==> config.mk <==
export PLATFORM = sky130hd
export DESIGN_NAME = nibble_packer
export DESIGN_NICKNAME = d
export VERILOG_FILES = /design/src/rtl/nibble_packer_pkg.sv /design/src/rtl/nibble_packer.sv
export SDC_FILE = /design/constraint.sdc
export NUM_CORES = 1
export LEC_CHECK = 0
export CORE_UTILIZATION = 25
export CTS_CLUSTER_DIAMETER = 150
export CTS_CLUSTER_SIZE = 16
export DETAILED_ROUTE_END_ITERATION = 10
export GPL_TIMING_DRIVEN = 0
export SYNTH_ARGS = -nofsm -noshare
export SYNTH_HDL_FRONTEND = slang
export SYNTH_SLANG_ARGS = --single-unit
==> constraint.sdc <==
create_clock -name clk -period 7.2 [get_ports clk]
set_clock_uncertainty 0.2 [all_clocks]
set_input_delay 2.16 -clock clk [delete_from_list [all_inputs] [get_ports clk]]
set_output_delay 2.16 -clock clk [all_outputs]
set_load 0.01 [all_outputs]
==> src/rtl/nibble_packer_pkg.sv <==
// Shared constants and types for the nibble packer and the 32-lane adder tree.
// Both blocks agree on lane count, lane width, vector width and sum width here.
package nibble_packer_pkg;

    localparam int NUM_LANES = 32;
    localparam int LANE_W    = 4;
    localparam int VEC_W     = NUM_LANES * LANE_W;
    localparam int SUM_W     = 13;

    typedef enum logic {
        FILL = 1'b0,
        HOLD = 1'b1
    } state_t;

endpackage

==> src/rtl/nibble_packer.sv <==
// Packs a serial stream of LANE_W-bit samples into one NUM_LANES-lane vector.
// The k-th accepted sample of a frame lands in lane k. A frame closes on
// in_last or on the final lane. The finished vector is then held behind a
// valid/ready handshake. Lanes that are not written read as zero, because the
// vector is cleared at reset and again at every handoff.
// Optional macro NIBBLE_PACKER_CNT_EN adds out_cnt: the number of samples
// written into the held vector.
module nibble_packer
    import nibble_packer_pkg::*;
#(
    parameter int NUM_LANES = nibble_packer_pkg::NUM_LANES,
    parameter int LANE_W    = nibble_packer_pkg::LANE_W,
    parameter int IDX_W     = $clog2(NUM_LANES)
) (
    input  logic                          clk,
    input  logic                          rst,
    input  logic                          in_valid,
    input  logic [LANE_W-1:0]             in_data,
    input  logic                          in_last,
    output logic                          in_ready,
    output logic                          out_valid,
    output logic [NUM_LANES*LANE_W-1:0]   out_vec,
`ifdef NIBBLE_PACKER_CNT_EN
    output logic [IDX_W:0]                out_cnt,
`endif
    input  logic                          out_ready
);

    localparam logic [IDX_W-1:0] LAST_IDX = IDX_W'(NUM_LANES - 1);

    state_t           state_q;
    state_t           state_d;
    logic [IDX_W-1:0] wr_idx;
    logic             accept;
    logic             close_frame;
    logic             handoff;

    assign in_ready    = (state_q == FILL);
    assign out_valid   = (state_q == HOLD);
    assign accept      = in_valid && in_ready;
    assign close_frame = accept && (in_last || (wr_idx == LAST_IDX));
    assign handoff     = out_valid && out_ready;

    // State register for the fill/hold handshake FSM
    always_ff @(posedge clk or posedge rst) begin
        if (rst) begin
            state_q <= FILL;
        end else begin
            state_q <= state_d;
        end
    end

    // Next state: close the frame into HOLD, return to FILL once the consumer takes it
    always_comb begin
        state_d = state_q;
        case (state_q)
            FILL:    if (close_frame) state_d = HOLD;
            HOLD:    if (handoff)     state_d = FILL;
            default: state_d = FILL;
        endcase
    end

    // Lane register and write index; clearing at handoff provides the zero padding
    always_ff @(posedge clk or posedge rst) begin
        if (rst) begin
            wr_idx  <= '0;
            out_vec <= '0;
        end else if (handoff) begin
            out_vec <= '0;
        end else if (accept) begin
            out_vec[int'(wr_idx)*LANE_W +: LANE_W] <= in_data;
            wr_idx <= close_frame ? '0 : wr_idx + 1'b1;
        end
    end

`ifdef NIBBLE_PACKER_CNT_EN
    // Sample count captured on the same edge that enters HOLD, cleared at handoff
    always_ff @(posedge clk or posedge rst) begin
        if (rst) begin
            out_cnt <= '0;
        end else if (handoff) begin
            out_cnt <= '0;
        end else if (close_frame) begin
            out_cnt <= {1'b0, wr_idx} + (IDX_W+1)'(1);
        end
    end
`endif

endmodule

==> reports/results.md <==
| Step | Metric | Value |
|:---|:---|:---|
| drt | Drt initial violations | 252 |
| power and ir drop | Switching Fraction | 28.99% |
| setup path | Maximum fanout encountered on the critical timing path | 8 |
| clock network | Count of instances resized after the clock tree is built | 0 |
| finish | Design Area, Final | 8268 µm² |
| sta | Setup repair after global routing missed its margin | false |
| logic synthesis | Fraction of registers with async set/reset | 100.0% |
| sta | Final hold violation count | 0 |
| placement | Detailed placement HPWL | 14040 µm |
| logic synthesis | Net count after synthesis | 556 |
| placement | Port buffer count | 135 |
| drt | Drt drc | 0 |
| drt | Routed via count | 4908 |
| logic synthesis | FF+latch count, synth | 134 |
| finish | Share of cells above drive strength 1 | 9.564% |
| clock network | CTS max path bufs | 2 |
| clock network | Buffers inserted by post-CTS timing repair | 0 |
| drt | Via density per instance | 4.793 |
| sta | Actual transition at the worst max-transition pin | 0.8936 ns |
| global routing | Antenna violations before repair | 0 |
| floorplan | Area of the core | 22920 µm² |
| sta | Highest clock rate | 0.2261 GHz |
| global routing | Largest net degree at the start of global routing | 76 |
| floorplan | Cell Rows | 55 |
| setup path | Category of the critical setup timing path | in2reg |
| floorplan | Overall die height | 156.0 µm |
| floorplan | Io pins | 139 |
| clock network | Clock network latency to the later pin of the worst-skew pair | 0.42 ns |
| status | Result of the run | complete, no violations |
| power and ir drop | Power share of the sequential group | 40.9% |
| power and ir drop | Logic gate share of total power | 14.8% |
| clock network | Clock Tree Root | sky130_fd_sc_hd__clkbuf_16 |
| clock network | Clock transition at path regs | 0.06 ns |
| finish | Count of fill cells added during filler insertion | 2312 |
| logic synthesis | Number of different library cells in the post-synthesis netlist | 50 |
| logic synthesis | Count of mapped cells out of synthesis | 543 |
| setup path | Req. time, crit path | 7.29 ns |
| drt | Antenna Nets Post-Route | 0 |
| power and ir drop | Peak supply drop | 136.5 µV |
| logic synthesis | Ys Warns | 0 |
| logic synthesis | Sequential share of the synthesized area | 56.55% |
| sta | Worst relative slew slack | 39.59% |
| finish | Nets | 711 |
| setup path | Setup crit end kind | flop |
| finish | Area added between synthesis and finish | 39.44% |
| power and ir drop | Switch Pwr | 545.5 µW |
| setup path | Arrival time at the worst endpoint | 4.51 ns |
| clock network | Clock sink count | 134 |
| global routing | All-layer global routing usage | 17.10% |
| setup path | Depth of the most critical reg-to-reg path | 12 |
| power and ir drop | Clock group share of total power | 44.3% |
| global routing | Via count of the first global-routing pass | 4974 |
| sta | Final critical path time including I/O delays and setup | 4.423 ns |
| sta | Total negative slack for setup checks | 0 ns |
| hold path | Class of the tightest hold or removal check | reg2reg |
| finish | FF/Latch Area | 3353 µm² |
| drt | DRT Wirelength | 19610 µm |
| global routing | Global-route wire length before repair | 30420 µm |
| floorplan | Horizontal die dimension | 156.0 µm |
| clock network | Number of buffers created by CTS | 17 |
| sta | Final worst slack | 2.777 ns |
| floorplan | Initial core utilization | 25.87% |
| clock network | TritonCTS clock tree | built |
| placement | Standard cell area after detailed placement | 7705 µm² |
| finish | Count of placed standard cells in the final layout, fillers left out | 1024 |
| sta | Share of the clock period used by the worst path | 61.43% |
| placement | Placement Setup Slack | 2.415 ns |
| clock network | Max H-tree Level | 4 |
| clock network | Hold Buf Count CTS | 0 |
| logic synthesis | Post-synthesis cell area | 5929 µm² |
| sta | Final-report setup violation count | 0 |
| placement | Placed cell count | 992 |
| floorplan | Die Outline Area | 24340 µm² |
| drt | WL/cell | 19.15 µm |
| power and ir drop | P per Cell Area | 227.6 nW/µm² |
| power and ir drop | Total power | 1.882 mW |
| finish | Footprint of the multi-input gates | 2419 µm² |
| job | Max capacitance violation total | 0 |
| global routing | Remaining global-route overflow | 0 |
| placement | Final GP Congestion | 0.8397 |
| logic synthesis | Count of flip-flops with a built-in enable after synthesis | 0 |
| drt | First-pass detailed-route iteration total | 5 |
| hold path | Number of cells on the worst hold path | 2 |
| logic synthesis | Mean Syn Cell Area | 10.92 µm² |
| sta | Number of max-slew violations in the final report | 0 |
| setup path | Worst Setup Start Kind | input pin |
| power and ir drop | Internal Dissipation | 1.336 mW |
| logic synthesis | Leading register cell type out of synthesis | sky130_fd_sc_hd__dfrtp_1 |
| power and ir drop | Lkg Pwr | 3.578 nW |
| finish | Number of antenna cells inserted | 0 |
==> metal layers <==
metal / track usage [%] / wire, µm / share of wire [%] / up-vias
li1: - / - / - / 2257
met1: 23.34 / 9011 / 46 / 2438
met2: 24.70 / 8524 / 43 / 179
met3: 5.500 / 1535 / 7.8 / 34
met4: 7.143 / 534 / 2.7 / 0
met5: 0 / 0 / 0 / -
==> worst max-delay path, cell delays in order <==
cell and delay (ns):
sky130_fd_sc_hd__clkdlybuf4s50_1 0.47, sky130_fd_sc_hd__or3b_1 0.33, sky130_fd_sc_hd__buf_2 0.19, sky130_fd_sc_hd__a2111oi_2 0.74, sky130_fd_sc_hd__nand2_1 0.35, sky130_fd_sc_hd__nand3_1 0.17
sky130_fd_sc_hd__o21ai_0 0.09
==> path summary, 6_finish.rpt <==
path                            start          end  slack [ns]
setup / recovery             in_valid  out_vec[73]        2.78
hold / removal             out_vec[0]   out_vec[0]        0.30
setup reg to reg            wr_idx[0]  out_vec[73]        3.35
hold reg to reg            out_vec[0]   out_vec[0]        0.30
max in group asynchronous         rst  out_vec[46]        4.05
min in group asynchronous         rst  out_vec[26]        1.99
==> state kept, by name (all words and copies together) (netlist names) <==
signal	flops
out_valid	1
out_vec	128
wr_idx	5
==> cells in the final DEF (no fill, tap or decap), drive strengths merged, types with 6 or more instances in the layout <==
master / Yosys / final
inv: 6 / 6
a21oi: 8 / 8
mux2i: 60 / 60
nand3: 42 / 42
a22o: 8 / 8
nor3: 14 / 14
nand2b: 7 / 7
nand2: 106 / 106
nor2: 14 / 14
clkdlybuf4s50: 0 / 135
clkbuf: 18 / 41
and2: 9 / 9
o21ai: 42 / 42
buf: 13 / 14
dfrtp: 134 / 134
nor4: 6 / 6
a32o: 20 / 20
clkinv: 0 / 6
==> power by group through the flow <==
stage | Sequential (mW) | Combinational, mW | Clock [mW]
finish | 0.769 | 0.278 | 0.834
global route | 0.770 | 0.306 | 0.886
CTS | 0.769 | 0.278 | 0.851
detailed placement | 0.783 | 0.278 | 0
global placement | 0.783 | 0.272 | 0
floorplan | 0.783 | 0.176 | 0
==> synth_stat cells (2+ instances only) <==
library cell               number  share of area (%)
sky130_fd_sc_hd__and2_1         8               0.84
sky130_fd_sc_hd__nor3_2         2               0.34
sky130_fd_sc_hd__mux2i_1       60                 10
sky130_fd_sc_hd__nor3_1         8               0.68
sky130_fd_sc_hd__buf_1          2               0.13
sky130_fd_sc_hd__nor3_4         4                1.1
sky130_fd_sc_hd__dfrtp_1      134                 57
sky130_fd_sc_hd__o31ai_1        3               0.38
sky130_fd_sc_hd__a32o_1        20                3.4
sky130_fd_sc_hd__nand3_1       42                3.5
sky130_fd_sc_hd__buf_4          2               0.25
sky130_fd_sc_hd__o21ai_0       38                3.2
sky130_fd_sc_hd__nand2_1      105                6.6
sky130_fd_sc_hd__a31o_2         4               0.59
sky130_fd_sc_hd__or3_1          4               0.42
sky130_fd_sc_hd__nor4_1         4               0.42
sky130_fd_sc_hd__a21oi_1        7               0.59
sky130_fd_sc_hd__and3_1         2               0.21
sky130_fd_sc_hd__clkbuf_1      18                1.1
sky130_fd_sc_hd__inv_1          6               0.38
sky130_fd_sc_hd__ha_1           4               0.84
sky130_fd_sc_hd__nor2_2         3               0.32
sky130_fd_sc_hd__nor2_1        11               0.70
sky130_fd_sc_hd__a22o_1         8                1.2
sky130_fd_sc_hd__buf_2          9               0.76
sky130_fd_sc_hd__o21ai_1        3               0.25
sky130_fd_sc_hd__nand4_1        4               0.42
sky130_fd_sc_hd__nand2b_1       6               0.63
==> through the flow <==
stage	util [%]	hold WS, ns
after floorplan	-	0.3168
after global placement	33.48	0.2843
after detailed placement	33.62	0.2854
after CTS	36.08	0.3042
after global routing	36.08	0.3195
final	36.08	0.2973
==> cell type report <==
class	count	area share, %
plain buffers	31	1.634
clock buffers	23	5.902
clock inverters	9	0.9080
inverters	6	0.3329
multi-input cells	372	29.25
flip-flops and latches	134	40.56
well taps	313	4.737
repair buffers	136	16.68
==> logic make-up (layout without fill, tap and decap cells) <==
| group | count (synthesis) | count (layout) | synth area share, % |
|---|---|---|---|
| compound gates | 92 | 92 | 11.52 |
| xor+xnor | 1 | 1 | 0.1477 |
| fa+ha+maj | 4 | 4 | 0.8441 |
| buf+inv | 37 | 205 | 2.659 |
| flops | 134 | 134 | 56.55 |
| mux | 61 | 61 | 10.32 |
| simple gates | 214 | 214 | 17.96 |
(Power assumes the default switching activity.)
